[config.mk]
export PLATFORM = sky130hd
export DESIGN_NAME = spi_shift_engine
export DESIGN_NICKNAME = d
export VERILOG_FILES = /design/src/rtl/spi_shift_engine.sv
export SDC_FILE = /design/constraint.sdc
export NUM_CORES = 1
export LEC_CHECK = 0
export ABC_AREA = 1
export CAP_MARGIN = 20
export CORE_UTILIZATION = 57
export DETAILED_ROUTE_END_ITERATION = 10
export GPL_ROUTABILITY_DRIVEN = 0
export PLACE_DENSITY = 0.84
export SLEW_MARGIN = 20
export SYNTH_ARGS = -nofsm -noshare
export SYNTH_HDL_FRONTEND = slang
export SYNTH_SLANG_ARGS = --single-unit
[constraint.sdc]
create_clock -name i_clk -period 3.67 [get_ports i_clk]
set_input_delay 0.367 -clock i_clk [delete_from_list [all_inputs] [get_ports i_clk]]
set_output_delay 0.367 -clock i_clk [all_outputs]
set_load 0.005 [all_outputs]
[src/rtl/spi_shift_engine.sv]
// spi_shift_engine
// Bit-level SPI mode 0 (CPOL=0, CPHA=0) shifter. It takes one byte and a
// slave-select code per accepted start, clocks the byte out MSB-first on MOSI
// at a divided SCLK rate, captures eight MISO bits on the SCLK rising edges,
// and returns the received byte with a one-cycle valid strobe.
//
// Ports:
//   i_clk       system clock, rising edge
//   i_rst_n     asynchronous active-low reset
//   i_start     transfer request, only looked at while idle
//   i_ss_in     slave select code, latched on accept
//   i_tx_data   byte to send, latched on accept
//   i_miso      serial data from the slave
//   o_sclk      SPI clock
//   o_mosi      serial data to the slave
//   o_ss_n      active-low chip selects, bit i belongs to code i
//   o_rx_data   last received byte
//   o_rx_valid  one-cycle strobe when o_rx_data has been updated
//   o_busy      high whenever the engine is not idle
//   o_sel_err   one-cycle strobe for a start with an out-of-range code
module spi_shift_engine #(
  parameter int CLK_DIV    = 4,
  parameter int NUM_SLAVES = 3
) (
  input  logic                  i_clk,
  input  logic                  i_rst_n,
  input  logic                  i_start,
  input  logic [2:0]            i_ss_in,
  input  logic [7:0]            i_tx_data,
  input  logic                  i_miso,
  output logic                  o_sclk,
  output logic                  o_mosi,
  output logic [NUM_SLAVES-1:0] o_ss_n,
  output logic [7:0]            o_rx_data,
  output logic                  o_rx_valid,
  output logic                  o_busy,
  output logic                  o_sel_err
);

  typedef enum logic [2:0] {S_IDLE, S_SETUP, S_SHIFT, S_HOLD, S_DONE} state_t;

  // The divider also times the hold phase, which spans two half-periods.
  localparam int CNT_W = $clog2(2 * CLK_DIV + 1);

  state_t                r_state, w_stateNext;
  logic [CNT_W-1:0]      r_divCnt, w_divCntNext;
  logic [2:0]            r_bitCnt, w_bitCntNext;
  logic [7:0]            r_txShift, w_txShiftNext;
  logic [7:0]            r_rxShift, w_rxShiftNext;
  logic                  w_sclkNext, w_mosiNext, w_rxValidNext, w_busyNext, w_selErrNext;
  logic [NUM_SLAVES-1:0] w_ssNNext;
  logic [7:0]            w_rxDataNext;
  logic                  w_selValid, w_accept, w_halfDone, w_holdDone;

  assign w_selValid = (32'(i_ss_in) < NUM_SLAVES);
  assign w_accept   = (r_state == S_IDLE) && i_start && w_selValid;
  // With a divide of one every cycle ends a half-period, so the count is ignored.
  assign w_halfDone = (CLK_DIV == 1) ? 1'b1 : (r_divCnt == CNT_W'(CLK_DIV - 1));
  assign w_holdDone = (r_divCnt == CNT_W'(2 * CLK_DIV - 1));

  // State register
  always_ff @(posedge i_clk or negedge i_rst_n) begin
    if (!i_rst_n) r_state <= S_IDLE;
    else          r_state <= w_stateNext;
  end

  // Next-state logic
  always_comb begin
    w_stateNext = r_state;
    case (r_state)
      S_IDLE:  if (w_accept) w_stateNext = S_SETUP;
      S_SETUP: if (w_halfDone) w_stateNext = S_SHIFT;
      // Leave SHIFT on the falling SCLK edge that ends the eighth bit.
      S_SHIFT: if (w_halfDone && o_sclk && (r_bitCnt == 3'd7)) w_stateNext = S_HOLD;
      S_HOLD:  if (w_holdDone) w_stateNext = S_DONE;
      S_DONE:  w_stateNext = S_IDLE;
      default: w_stateNext = S_IDLE;
    endcase
  end

  // Output and datapath next values; everything is registered below.
  always_comb begin
    w_divCntNext  = r_divCnt;
    w_bitCntNext  = r_bitCnt;
    w_txShiftNext = r_txShift;
    w_rxShiftNext = r_rxShift;
    w_sclkNext    = o_sclk;
    w_mosiNext    = o_mosi;
    w_ssNNext     = o_ss_n;
    w_rxDataNext  = o_rx_data;
    w_rxValidNext = 1'b0;
    w_selErrNext  = 1'b0;
    w_busyNext    = (w_stateNext != S_IDLE);
    case (r_state)
      S_IDLE: begin
        w_divCntNext = '0;
        w_bitCntNext = '0;
        if (i_start) begin
          if (w_selValid) begin
            w_txShiftNext = i_tx_data;
            w_mosiNext    = i_tx_data[7];
            w_ssNNext     = ~(NUM_SLAVES'(1) << i_ss_in);
          end else begin
            w_selErrNext = 1'b1;
          end
        end
      end
      S_SETUP: begin
        if (w_halfDone) begin
          w_divCntNext  = '0;
          w_sclkNext    = 1'b1;
          w_rxShiftNext = {r_rxShift[6:0], i_miso};
        end else begin
          w_divCntNext = r_divCnt + 1'b1;
        end
      end
      S_SHIFT: begin
        if (w_halfDone) begin
          w_divCntNext = '0;
          if (o_sclk) begin
            w_sclkNext    = 1'b0;
            w_bitCntNext  = r_bitCnt + 1'b1;
            w_mosiNext    = (r_bitCnt == 3'd7) ? 1'b0 : r_txShift[6];
            w_txShiftNext = {r_txShift[6:0], 1'b0};
          end else begin
            w_sclkNext    = 1'b1;
            w_rxShiftNext = {r_rxShift[6:0], i_miso};
          end
        end else begin
          w_divCntNext = r_divCnt + 1'b1;
        end
      end
      S_HOLD: begin
        if (w_holdDone) begin
          w_divCntNext  = '0;
          w_ssNNext     = '1;
          w_rxDataNext  = r_rxShift;
          w_rxValidNext = 1'b1;
        end else begin
          w_divCntNext = r_divCnt + 1'b1;
        end
      end
      S_DONE: begin
        w_divCntNext = '0;
      end
      default: begin
        w_divCntNext = '0;
      end
    endcase
  end

  // Output and datapath registers
  always_ff @(posedge i_clk or negedge i_rst_n) begin
    if (!i_rst_n) begin
      r_divCnt   <= '0;
      r_bitCnt   <= '0;
      r_txShift  <= '0;
      r_rxShift  <= '0;
      o_sclk     <= 1'b0;
      o_mosi     <= 1'b0;
      o_ss_n     <= '1;
      o_rx_data  <= '0;
      o_rx_valid <= 1'b0;
      o_busy     <= 1'b0;
      o_sel_err  <= 1'b0;
    end else begin
      r_divCnt   <= w_divCntNext;
      r_bitCnt   <= w_bitCntNext;
      r_txShift  <= w_txShiftNext;
      r_rxShift  <= w_rxShiftNext;
      o_sclk     <= w_sclkNext;
      o_mosi     <= w_mosiNext;
      o_ss_n     <= w_ssNNext;
      o_rx_data  <= w_rxDataNext;
      o_rx_valid <= w_rxValidNext;
      o_busy     <= w_busyNext;
      o_sel_err  <= w_selErrNext;
    end
  end

endmodule

==> summary.txt <==
portion of synthesized cell area occupied by the leading cell type: 47.92%
CTS HTree Levels: 2
detailed route wirelength on metal2: 1707 um
count of final max-slew check failures: 0
Avg Synthesized Cell Area: 8.820 um^2
initial cell density of the core: 59.47%
Inserted Clock Buffers: 5
critical path, cell by cell: inv_2 -> nand3_1 -> nand2_1 -> nand2_2 -> nor2_8 -> nand2_1 -> o21ai_1
routed vias: 1575
average detailed-routed wire length per instance: 12.22 um
pin slew with the least headroom to its limit: 866.5 ps
critical path type: reg -> reg
largest area contributor in the netlist: sky130_fd_sc_hd__dfrtp_1
first-pass GRT wire length: 6189 um
setup TNS: 0 ps
highest cell delay on the worst timing path: 480 ps
part of the cycle the worst path needs: 49.66%
final critical-path setup slack: 1847 ps
layout cell share with drive strength beyond 1: 14.34%
drc violations: 0
HPWL reported at the end of detailed placement: 2661 um
width of the die: 61.01 um
maximum vdd drop: 210.9 uV
RSZ-0062 raised after global routing: no
Seq cells post-synth: 41
power density over the cells: 333.5 mW/mm^2
total track usage: 22.87%
Placeable Area: 0.003337 mm^2
endpoint kind of the worst setup timing path: register
leading cell types in the layout, fill and taps excluded: 69 x sky130_fd_sc_hd__nand2_1, 38 x sky130_fd_sc_hd__dfrtp_1, 29 x sky130_fd_sc_hd__clkdlybuf4s50_1
Top Metal Used: met4
required time at the endpoint of the critical path: 3950 ps
setup skew after layout: 14.41 ps
kind of launch point of the worst setup path: register
MaxCap Viol Count: 0
Hold Fails Final Rpt: 0
CTS clk-pin slew, worst paths: 120 ps
total met3 wirelength after detailed routing: 206 um
sequential cell area fraction in the yosys report: 51.89%
setup fix buffers added after clock tree synthesis: 0
fin nets: 275
mean number of vias per cell: 5.181
Syn Nets: 243
Area growth syn-to-layout: 19.55%
Placed Area: 0.002287 mm^2
combined buffer and inverter count along the critical path: 1
wire length after detailed routing: 3715 um
most common library cell in the layout ignoring fill and taps: sky130_fd_sc_hd__nand2_1
count of standard-cell rows: 21
worst-path cell with the longest stage delay: sky130_fd_sc_hd__dfrtp_1
cell family with the largest share of critical-path delay: simple AND/OR/NAND/NOR gates
CP arrival: 2100 ps
cell types with the largest area share after synthesis: sky130_fd_sc_hd__dfrtp_1 48%, sky130_fd_sc_hd__nand2_1 13%, sky130_fd_sc_hd__nand3_1 6.3%
Worst Path Max Fanout: 16
pin count of the biggest net entering global routing: 42
endpoints failing setup: 0
total iterations of the first detailed-routing run: 4
Yosys warning total: 0
final design utilization: 71.09%
initial detailed-routing violation count: 85
Routed met1 length: 1716 um
post-synthesis cell count: 225
clock root buffer master: sky130_fd_sc_hd__clkbuf_4
insertion delay of the later-clocked pin in the worst-skew pair: 350 ps
outcome: finished clean
Slew headroom: 42.23%
number of global-route vias before repair: 1450
path type of the worst min-delay path: in -> async
library cells used by synthesis: 26
number of instances resized during post-cts repair: 0
initial antenna violation count: 0
timing startpoint of the critical path: r_state[0]
most numerous cell on the critical path: sky130_fd_sc_hd__nand2_1
final antenna diode count: 0
clock sink count: 41
buffer depth of the longest clock path: 2
# IOs: 31
leftover overflow at the end of global routing: 0
remaining number of nets flagged by the antenna check after routing: 0
Die Ht: 61.01 um
startpoint of the most critical register-to-register path: r_state[0]
crit path time final: 1823 ps
leakage: 1.157 nW
count of buffers inserted at the top-level ports: 30
synthesized cell area: 0.001984 mm^2
worst slack at placement: 1881 ps
post-layout instance area: 0.002372 mm^2
highest clock frequency the design can meet: 548.7 MHz
area enclosed by the die boundary: 0.003722 mm^2
number of hold buffers added after CTS: 0
CTS tree: yes
[stage by stage]
| stage | hold slack, ps | std cells | power [mW] |
|---|---|---|---|
| floorplan | 71.41 | 225 | 0.4720 |
| global placement | 462.7 | 296 | 0.4980 |
| detailed placement | 465.0 | 296 | 0.4981 |
| CTS | 142.5 | 304 | 0.8018 |
| global route | 185.6 | 304 | 0.8193 |
| finish | 115.1 | 304 | 0.7912 |
[kinds of logic after synthesis]
| kind of cell | Yosys count | share of synthesized area, % |
|---|---|---|
| DFF | 41 | 51.89 |
| adders and majority gates | 3 | 1.892 |
| and+or+nand+nor | 120 | 28.56 |
| AOI/OAI and AO/OA | 29 | 9.772 |
| xor gates and xnor gates | 1 | 0.4414 |
| buffers and inverters | 31 | 7.440 |
[worst paths after layout]
check | to | depth (start not counted) | slack (ps)
max | r_rxShift[0] | 7 | 1850
min | r_bitCnt[0] | 1 | 120
max reg2reg | r_rxShift[0] | 7 | 1850
min reg2reg | r_txShift[0] | 2 | 490
max in group asynchronous | o_sclk | 1 | 3010
min in group i_clk | r_txShift[0] | 2 | 490
[cell type report]
cell class	count	area [um^2]
flip-flops and latches	41	1030
fillers	266	964.7
multi-input cells	153	807.0
repair buffers	30	295.3
inverters	26	97.59
well taps	46	57.56
clock buffers	7	55.05
clock inverters	1	30.03
[power breakdown]
part,internal [mW],leakage (nW),switching [mW]
combinational,0.0153,0.592,0.0161
clock,0.163,0.0455,0.140
sequential,0.455,0.519,0.00219
total,0.633,1.16,0.158
[cell usage after synthesis]
cell	n
sky130_fd_sc_hd__a31oi_1	2
sky130_fd_sc_hd__ha_1	3
sky130_fd_sc_hd__buf_2	1
sky130_fd_sc_hd__nand4_1	2
sky130_fd_sc_hd__nand2_2	5
sky130_fd_sc_hd__nor2_1	12
sky130_fd_sc_hd__o21ai_0	5
sky130_fd_sc_hd__inv_1	22
sky130_fd_sc_hd__nand4_4	1
sky130_fd_sc_hd__nand3_1	25
sky130_fd_sc_hd__dfstp_2	3
sky130_fd_sc_hd__nand2_4	1
sky130_fd_sc_hd__a21oi_1	3
sky130_fd_sc_hd__nor2_2	2
sky130_fd_sc_hd__buf_6	4
sky130_fd_sc_hd__o2111ai_1	1
sky130_fd_sc_hd__nor2_8	1
sky130_fd_sc_hd__o211ai_1	2
sky130_fd_sc_hd__dfrtp_1	38
sky130_fd_sc_hd__inv_2	4
sky130_fd_sc_hd__nand3_4	1
sky130_fd_sc_hd__xnor2_1	1
sky130_fd_sc_hd__o21ai_2	10
sky130_fd_sc_hd__nand2_1	69
sky130_fd_sc_hd__nor2_4	1
sky130_fd_sc_hd__o21ai_1	6
[routing by layer]
| layer | track usage (%) | vias to the layer above |
|---|---|---|
| met5 | 0 | - |
| met4 | 9.416 | 0 |
| met3 | 6.397 | 9 |
| met2 | 35.48 | 42 |
| met1 | 30.42 | 741 |
| li1 | - | 783 |
[registers in the layout (all words and copies together) (netlist names)]
signal,count
o_rx_data,8
r_bitCnt,3
r_state,3
o_rx_valid,1
o_ss_n,3
o_busy,1
o_mosi,1
r_txShift,7
o_sclk,1
r_divCnt,4
r_rxShift,8
o_sel_err,1
Note: power is estimated with default switching activity, not from simulation.
